## src/rtl/in_dev_pkg.sv

```systemverilog
// Shared types and width helpers for the in_device_channel slice.
package in_dev_pkg;

    typedef enum logic [1:0] {
        IDLE         = 2'd0,
        LATCH        = 2'd1,
        PRESENT      = 2'd2,
        WAIT_RELEASE = 2'd3
    } state_e;

    localparam int unsigned DEFAULT_DATA_W = 32;

    // Counter width able to hold 0..n-1, never narrower than one bit.
    function automatic int unsigned cnt_w(input int unsigned n);
        return (n < 2) ? 1 : $clog2(n);
    endfunction

endpackage

```

## src/rtl/in_device_channel_key_debouncer.sv

```systemverilog
// Synchronizer plus debounce filter for an active-low push-button.
// Provides the accepted level, one-cycle rise/fall pulses and a released flag.
module key_debouncer
    import in_dev_pkg::*;
#(
    parameter int unsigned SYNC_STAGES     = 2,
    parameter int unsigned DEBOUNCE_CYCLES = 50000
) (
    input  logic clk,
    input  logic rst_n,
    input  logic key_n,
    output logic level,
    output logic rise,
    output logic fall,
    output logic released
);

    localparam int unsigned CNT_W   = cnt_w(DEBOUNCE_CYCLES);
    localparam int unsigned FLUSH_W = cnt_w(SYNC_STAGES + 1);

    logic [SYNC_STAGES-1:0] sync_q, sync_d;
    logic [CNT_W-1:0]       cnt_q, cnt_d;
    logic [FLUSH_W-1:0]     flush_q, flush_d;
    logic                   level_q, level_d;
    logic                   prev_q;
    logic                   released_q, released_d;
    logic                   key_s;
    logic                   flush_done;

    assign key_s      = ~sync_q[SYNC_STAGES-1];
    assign flush_done = (flush_q == FLUSH_W'(SYNC_STAGES));

    always_comb begin
        sync_d[0] = key_n;
        for (int unsigned i = 1; i < SYNC_STAGES; i++) begin
            sync_d[i] = sync_q[i-1];
        end
    end

    always_comb begin
        cnt_d      = cnt_q;
        level_d    = level_q;
        flush_d    = flush_q;
        released_d = released_q;
        if (key_s == level_q) begin
            cnt_d = '0;
        end else if (cnt_q == CNT_W'(DEBOUNCE_CYCLES - 1)) begin
            level_d = key_s;
            cnt_d   = '0;
        end else begin
            cnt_d = cnt_q + 1'b1;
        end
        if (!flush_done) begin
            flush_d = flush_q + 1'b1;
        end
        // Only trust a "released" reading once the reset-valued sync flops have flushed.
        if (flush_done && !key_s) begin
            released_d = 1'b1;
        end
    end

    always_ff @(posedge clk or negedge rst_n) begin
        if (!rst_n) begin
            sync_q     <= '1;
            cnt_q      <= '0;
            flush_q    <= '0;
            level_q    <= 1'b0;
            prev_q     <= 1'b0;
            released_q <= 1'b0;
        end else begin
            sync_q     <= sync_d;
            cnt_q      <= cnt_d;
            flush_q    <= flush_d;
            level_q    <= level_d;
            prev_q     <= level_q;
            released_q <= released_d;
        end
    end

    assign level    = level_q;
    assign rise     = level_q & ~prev_q;
    assign fall     = ~level_q & prev_q;
    assign released = released_q;

endmodule

```

## src/rtl/in_device_channel.sv

```systemverilog
// Debounced push-button input channel presenting a latched switch word with an enter_in strobe.
// Optional auto-repeat while held: define IN_DEVICE_CHANNEL_AUTOREPEAT_EN.
module in_device_channel
    import in_dev_pkg::*;
#(
    parameter int unsigned DATA_W          = DEFAULT_DATA_W,
    parameter int unsigned SYNC_STAGES     = 2,
    parameter int unsigned DEBOUNCE_CYCLES = 50000,
    parameter int unsigned HOLD_CYCLES     = 4,
    parameter int unsigned REPEAT_CYCLES   = 25000000
) (
    input  logic              clk,
    input  logic              rst_n,
    input  logic              key_n,
    input  logic [DATA_W-1:0] sw,
    output logic [DATA_W-1:0] dev_in,
    output logic              enter_in,
    output logic              busy
);

    localparam int unsigned HOLD_W = cnt_w(HOLD_CYCLES);

    if (HOLD_CYCLES < 2 || SYNC_STAGES < 1 || DEBOUNCE_CYCLES < 1 || REPEAT_CYCLES < 1) begin : g_bad_params
        $error("in_device_channel: parameter out of range");
    end

    state_e                               state_q, state_d;
    logic [HOLD_W-1:0]                    hold_q, hold_d;
    logic [DATA_W-1:0]                    data_q, data_d;
    logic                                 enter_q, enter_d;
    logic [SYNC_STAGES-1:0][DATA_W-1:0]   sw_sync_q, sw_sync_d;
    logic                                 key_level, key_rise, key_fall, key_released;

`ifdef IN_DEVICE_CHANNEL_AUTOREPEAT_EN
    localparam int unsigned REP_W = cnt_w(REPEAT_CYCLES);
    logic [REP_W-1:0] rep_q, rep_d;
`endif

    key_debouncer #(
        .SYNC_STAGES     (SYNC_STAGES),
        .DEBOUNCE_CYCLES (DEBOUNCE_CYCLES)
    ) u_key (
        .clk      (clk),
        .rst_n    (rst_n),
        .key_n    (key_n),
        .level    (key_level),
        .rise     (key_rise),
        .fall     (key_fall),
        .released (key_released)
    );

    always_comb begin
        sw_sync_d[0] = sw;
        for (int unsigned i = 1; i < SYNC_STAGES; i++) begin
            sw_sync_d[i] = sw_sync_q[i-1];
        end
    end

    always_comb begin
        state_d = state_q;
        hold_d  = hold_q;
        data_d  = data_q;
`ifdef IN_DEVICE_CHANNEL_AUTOREPEAT_EN
        rep_d   = rep_q;
`endif
        case (state_q)
            IDLE: begin
                if (key_rise && key_released) begin
                    state_d = LATCH;
                end
            end
            LATCH: begin
                data_d  = sw_sync_q[SYNC_STAGES-1];
                hold_d  = '0;
                state_d = PRESENT;
            end
            PRESENT: begin
                if (hold_q == HOLD_W'(HOLD_CYCLES - 1)) begin
                    hold_d  = '0;
                    // A release already accepted during the strobe skips the wait.
                    state_d = key_level ? WAIT_RELEASE : IDLE;
`ifdef IN_DEVICE_CHANNEL_AUTOREPEAT_EN
                    rep_d   = '0;
`endif
                end else begin
                    hold_d = hold_q + 1'b1;
                end
            end
            WAIT_RELEASE: begin
                if (key_fall) begin
                    state_d = IDLE;
`ifdef IN_DEVICE_CHANNEL_AUTOREPEAT_EN
                end else if (key_level) begin
                    if (rep_q == REP_W'(REPEAT_CYCLES - 1)) begin
                        rep_d   = '0;
                        state_d = LATCH;
                    end else begin
                        rep_d = rep_q + 1'b1;
                    end
`endif
                end
            end
            default: state_d = IDLE;
        endcase
        enter_d = (state_d == PRESENT);
    end

    always_ff @(posedge clk or negedge rst_n) begin
        if (!rst_n) begin
            state_q   <= IDLE;
            hold_q    <= '0;
            data_q    <= '0;
            enter_q   <= 1'b0;
            sw_sync_q <= '0;
`ifdef IN_DEVICE_CHANNEL_AUTOREPEAT_EN
            rep_q     <= '0;
`endif
        end else begin
            state_q   <= state_d;
            hold_q    <= hold_d;
            data_q    <= data_d;
            enter_q   <= enter_d;
            sw_sync_q <= sw_sync_d;
`ifdef IN_DEVICE_CHANNEL_AUTOREPEAT_EN
            rep_q     <= rep_d;
`endif
        end
    end

    assign dev_in   = data_q;
    assign enter_in = enter_q;
    assign busy     = (state_q != IDLE);

endmodule

```

## config.mk

```make
export PLATFORM = sky130hd
export DESIGN_NAME = in_device_channel
export DESIGN_NICKNAME = d
export VERILOG_FILES = /design/src/rtl/in_dev_pkg.sv /design/src/rtl/in_device_channel_key_debouncer.sv /design/src/rtl/in_device_channel.sv
export SDC_FILE = /design/constraint.sdc
export NUM_CORES = 1
export LEC_CHECK = 0
export CAP_MARGIN = 20
export CORE_ASPECT_RATIO = 2
export CORE_MARGIN = 1.5
export CORE_UTILIZATION = 42
export CTS_CLUSTER_DIAMETER = 40
export DETAILED_ROUTE_END_ITERATION = 6
export PLACE_DENSITY_LB_ADDON = 0.12
export RECOVER_POWER = 25
export SETUP_SLACK_MARGIN = 0.1
export SLEW_MARGIN = 0
export SYNTH_ARGS = -nofsm -noshare
export SYNTH_HDL_FRONTEND = slang
export SYNTH_SLANG_ARGS = --single-unit
```

## constraint.sdc

```tcl
create_clock -name clk -period 2.1 [get_ports clk]
set_input_delay 0.21 -clock clk [delete_from_list [all_inputs] [get_ports clk]]
set_output_delay 0.21 -clock clk [all_outputs]
set_load 0.05 [all_outputs]
```

==> run metrics <==
relative slew slack=a little over a third; pin count of the biggest net entering global routing=45; vias per cell=~4.6; Chip Height=144 um; Die ar.=10600 um2; top sig layer=met4; Final GP Congestion=~0.78; max incr delay on CP=0.82 ns; Final Net Count=about 400; Pleak=2.53 nW; Worst Hold Depth=0; Seq/Total Area, Yosys=roughly three quarters; area leader, netlist=dfrtp_1; Residual DRC=0; placed cells=between 400 and 500; Hold Path Origin=sw_sync_d[53]$_DFF_PN0_; final worst path period share=a little over four fifths; area grow syn2layout=35.2%; CP top delay family=buffers and inverters; initial drt markers=86; worst r2r src=u_key.cnt_q[0]$_DFF_PN0_; # Post-CTS Setup Buffers=0; final setup TNS=0 ns; first-pass GRT wire length=~12 mm; Initial Utilization=around 43%; Crit. End Element=output port; final hold viol count=0; syn avg cell area=between 15 and 20 um2; met1 WL=about 2.7 mm; Slew Limit Fails=0; TritonRoute pass-1 iters=5; vias in the first global route=between 2000 and 3000; cell count after synthesis=267; final period demand of the worst path=1.78 ns; top post-synthesis cells by area=dfrtp_1 (73%), mux2_2 (8.9%), xnor2_1 (2.9%); WP depth=1; outcome=completed; Peak Freq=~560 MHz; clk slew on worst S/H paths=0.05 ns; Worst path slowest cell=clkdlybuf4s50_1; syn_nets=between 300 and 400; critical path arrival=between 1.5 and 2 ns; row count=slightly above 50; DP Worst Slack=between 0.3 and 0.4 ns; Final Setup Violations=0; Clock Sinks=approximately 120; n_diodes=0; synthesized flop and latch total=approximately 120; Worst R2R End=u_key.cnt_q[13]$_DFF_PN0_; initial antenna violation count=0; Top Ports=69; chip width=around 73 um; Inserted Clock Buffers=17; Clock Skew=roughly 0.0086 ns; Total Routed Length=7.14 mm; post-DP HPWL=between 4 and 5 mm; critical path cell sequence=clkdlybuf4s50_1; GRT Residual Overflow=0; Reg2Reg Setup Slack=0.40 ns; Post-Synthesis Cell Area=around 4200 um2; CTS max path bufs=2; post-CTS sizing=0; Layout Cells excl Fill=499; Worst Hold Class=reg -> reg; YS warnings=0; core region area=slightly below 10000 um2; global-route usage over all layers=16.0%; H-tree Lvls=4; share of the synthesized area in the top cell type=approximately three quarters; Netlist cell types=26; PwrDens=960 nW/um2; I/O Buffers=~70; Buf/Inv on CP=1; worst hold slack=0.345 ns; Worst EP required=about 1.9 ns; Worst VDD drop=between 0.0006 and 0.0007 V; DR WL/cell=about 14 um; Worst setup SP type=flip-flop; CTS root buf=clkbuf_16; worst skew pair latency=around 0.40 ns; met3 WL=304 um; WHS Endpoint=sw_sync_q[53]$_DFF_PN0_; met2 wire len=3.99 mm; CP Class=reg -> out; CTS tree=built; unrepaired setup endpoints after global routing=false; via count=approximately 2300; Routed Antenna Nets=0; R2R depth=5; CP max FO=2; worst slew pin tran=0.961 ns; final setup margin=roughly 0.32 ns; max_cap viols=0; share of cells above drive strength 1=approximately 21%
metal layers:
metal	GRT usage, %	vias to the layer above
met4	7.02	0
met5	0	-
met3	6.10	10
li1	-	1075
met1	17.4	1142
met2	27.3	59
cell usage after synthesis:
master / count
a221oi_1: 1
o22ai_1: 1
nand2b_1: 2
a21oi_1: 2
mux2_2: 33
o41ai_4: 1
a211o_1: 1
clkbuf_1: 4
nor4_1: 5
nor2_1: 20
nand4_1: 5
xor2_1: 2
o21ai_0: 5
xnor2_1: 14
ha_1: 8
dfrtp_1: 122
nand3_1: 9
dfstp_2: 2
buf_6: 1
nor3_1: 5
nand2_1: 7
inv_1: 11
nor4_2: 1
a21o_1: 1
nor2b_1: 3
mux2i_1: 1
logic make-up (layout without fill, tap and decap cells):
logic type,after synthesis,after routing,share of synthesized area [%]
compound gates,12,12,2.25
simple gates,57,57,6.67
fa+ha+maj,8,8,2.40
xor+xnor,16,16,3.36
flops,124,124,74.5
buf+inv,16,116,1.62
mux,34,34,9.16
worst max-delay path by stage:
stage	endpoint	startpoint	slack, ns
finish	dev_in[5]	dev_in[5]$_DFFE_PN0P_	0.32
global route	u_key.cnt_q[13]$_DFF_PN0_	u_key.cnt_q[0]$_DFF_PN0_	0.24
CTS	dev_in[5]	dev_in[5]$_DFFE_PN0P_	0.28
detailed placement	u_key.cnt_q[13]$_DFF_PN0_	u_key.cnt_q[0]$_DFF_PN0_	0.38
global placement	u_key.cnt_q[8]$_DFF_PN0_	u_key.cnt_q[0]$_DFF_PN0_	0.44
floorplan	dev_in[10]$_DFFE_PN0P_	state_q[1]$_DFF_PN0_	0.45
report_power, final:
group          switching, mW  internal [mW]
Clock                   1.03           1.78
Sequential            0.0226           2.46
Combinational         0.0651         0.0573
area by class of cell:
cell class,instances,area [um2]
clock buffers,18,439
clock inverters,13,141
fillers,812,4070
inverters,11,41.3
multi-input cells,127,996
flip-flops and latches,124,3110
well taps,132,165
repair buffers,74,746
timing repair:
item,in CTS,in global routing
hold buffers,1,0
endpoints found under the hold margin,34,0
endpoints found under the setup margin,0,0
stage by stage:
| step | utilization, % | instance area (um2) | total power [mW] |
|---|---|---|---|
| after global placement | 52.0 | 5050 | 2.66 |
| after global routing | 58.1 | 5630 | 5.64 |
| after CTS | 58.1 | 5640 | 5.51 |
| after floorplan | - | 4170 | 2.54 |
| after detailed placement | 52.0 | 5050 | 2.67 |
| final | 58.1 | 5630 | 5.41 |
sequential cells by signal, summed over array words and instances, names as in the netlist:
register and count:
u_key.flush_q 2, dev_in 32, u_key.cnt_q 16, u_key.prev_q 1, sw_sync_q 32, sw_sync_d 32, enter_in 1, u_key.released 1
hold_q 2, u_key.sync_q 2, state_q 2, u_key.level 1
layout by cell type, fill, tap and decap left out, drive strengths merged, types with 3 or more instances in the layout:
master         netlist  final
clkinv               0      5
nand4                5      5
nor4                 6      6
o21ai                5      5
ha                   8      8
inv                 11     14
dfrtp              122    122
clkinvlp             0      3
buf                  1      6
dlygate4sd3          0     34
clkbuf               4     19
xnor2               14     14
nor2                20     20
clkdlybuf4s50        0     33
nand2                7      7
nand3                9      9
nor2b                3      3
mux2                33     33
nor3                 5      5
No activity file was read; power rests on OpenSTA's default activity.
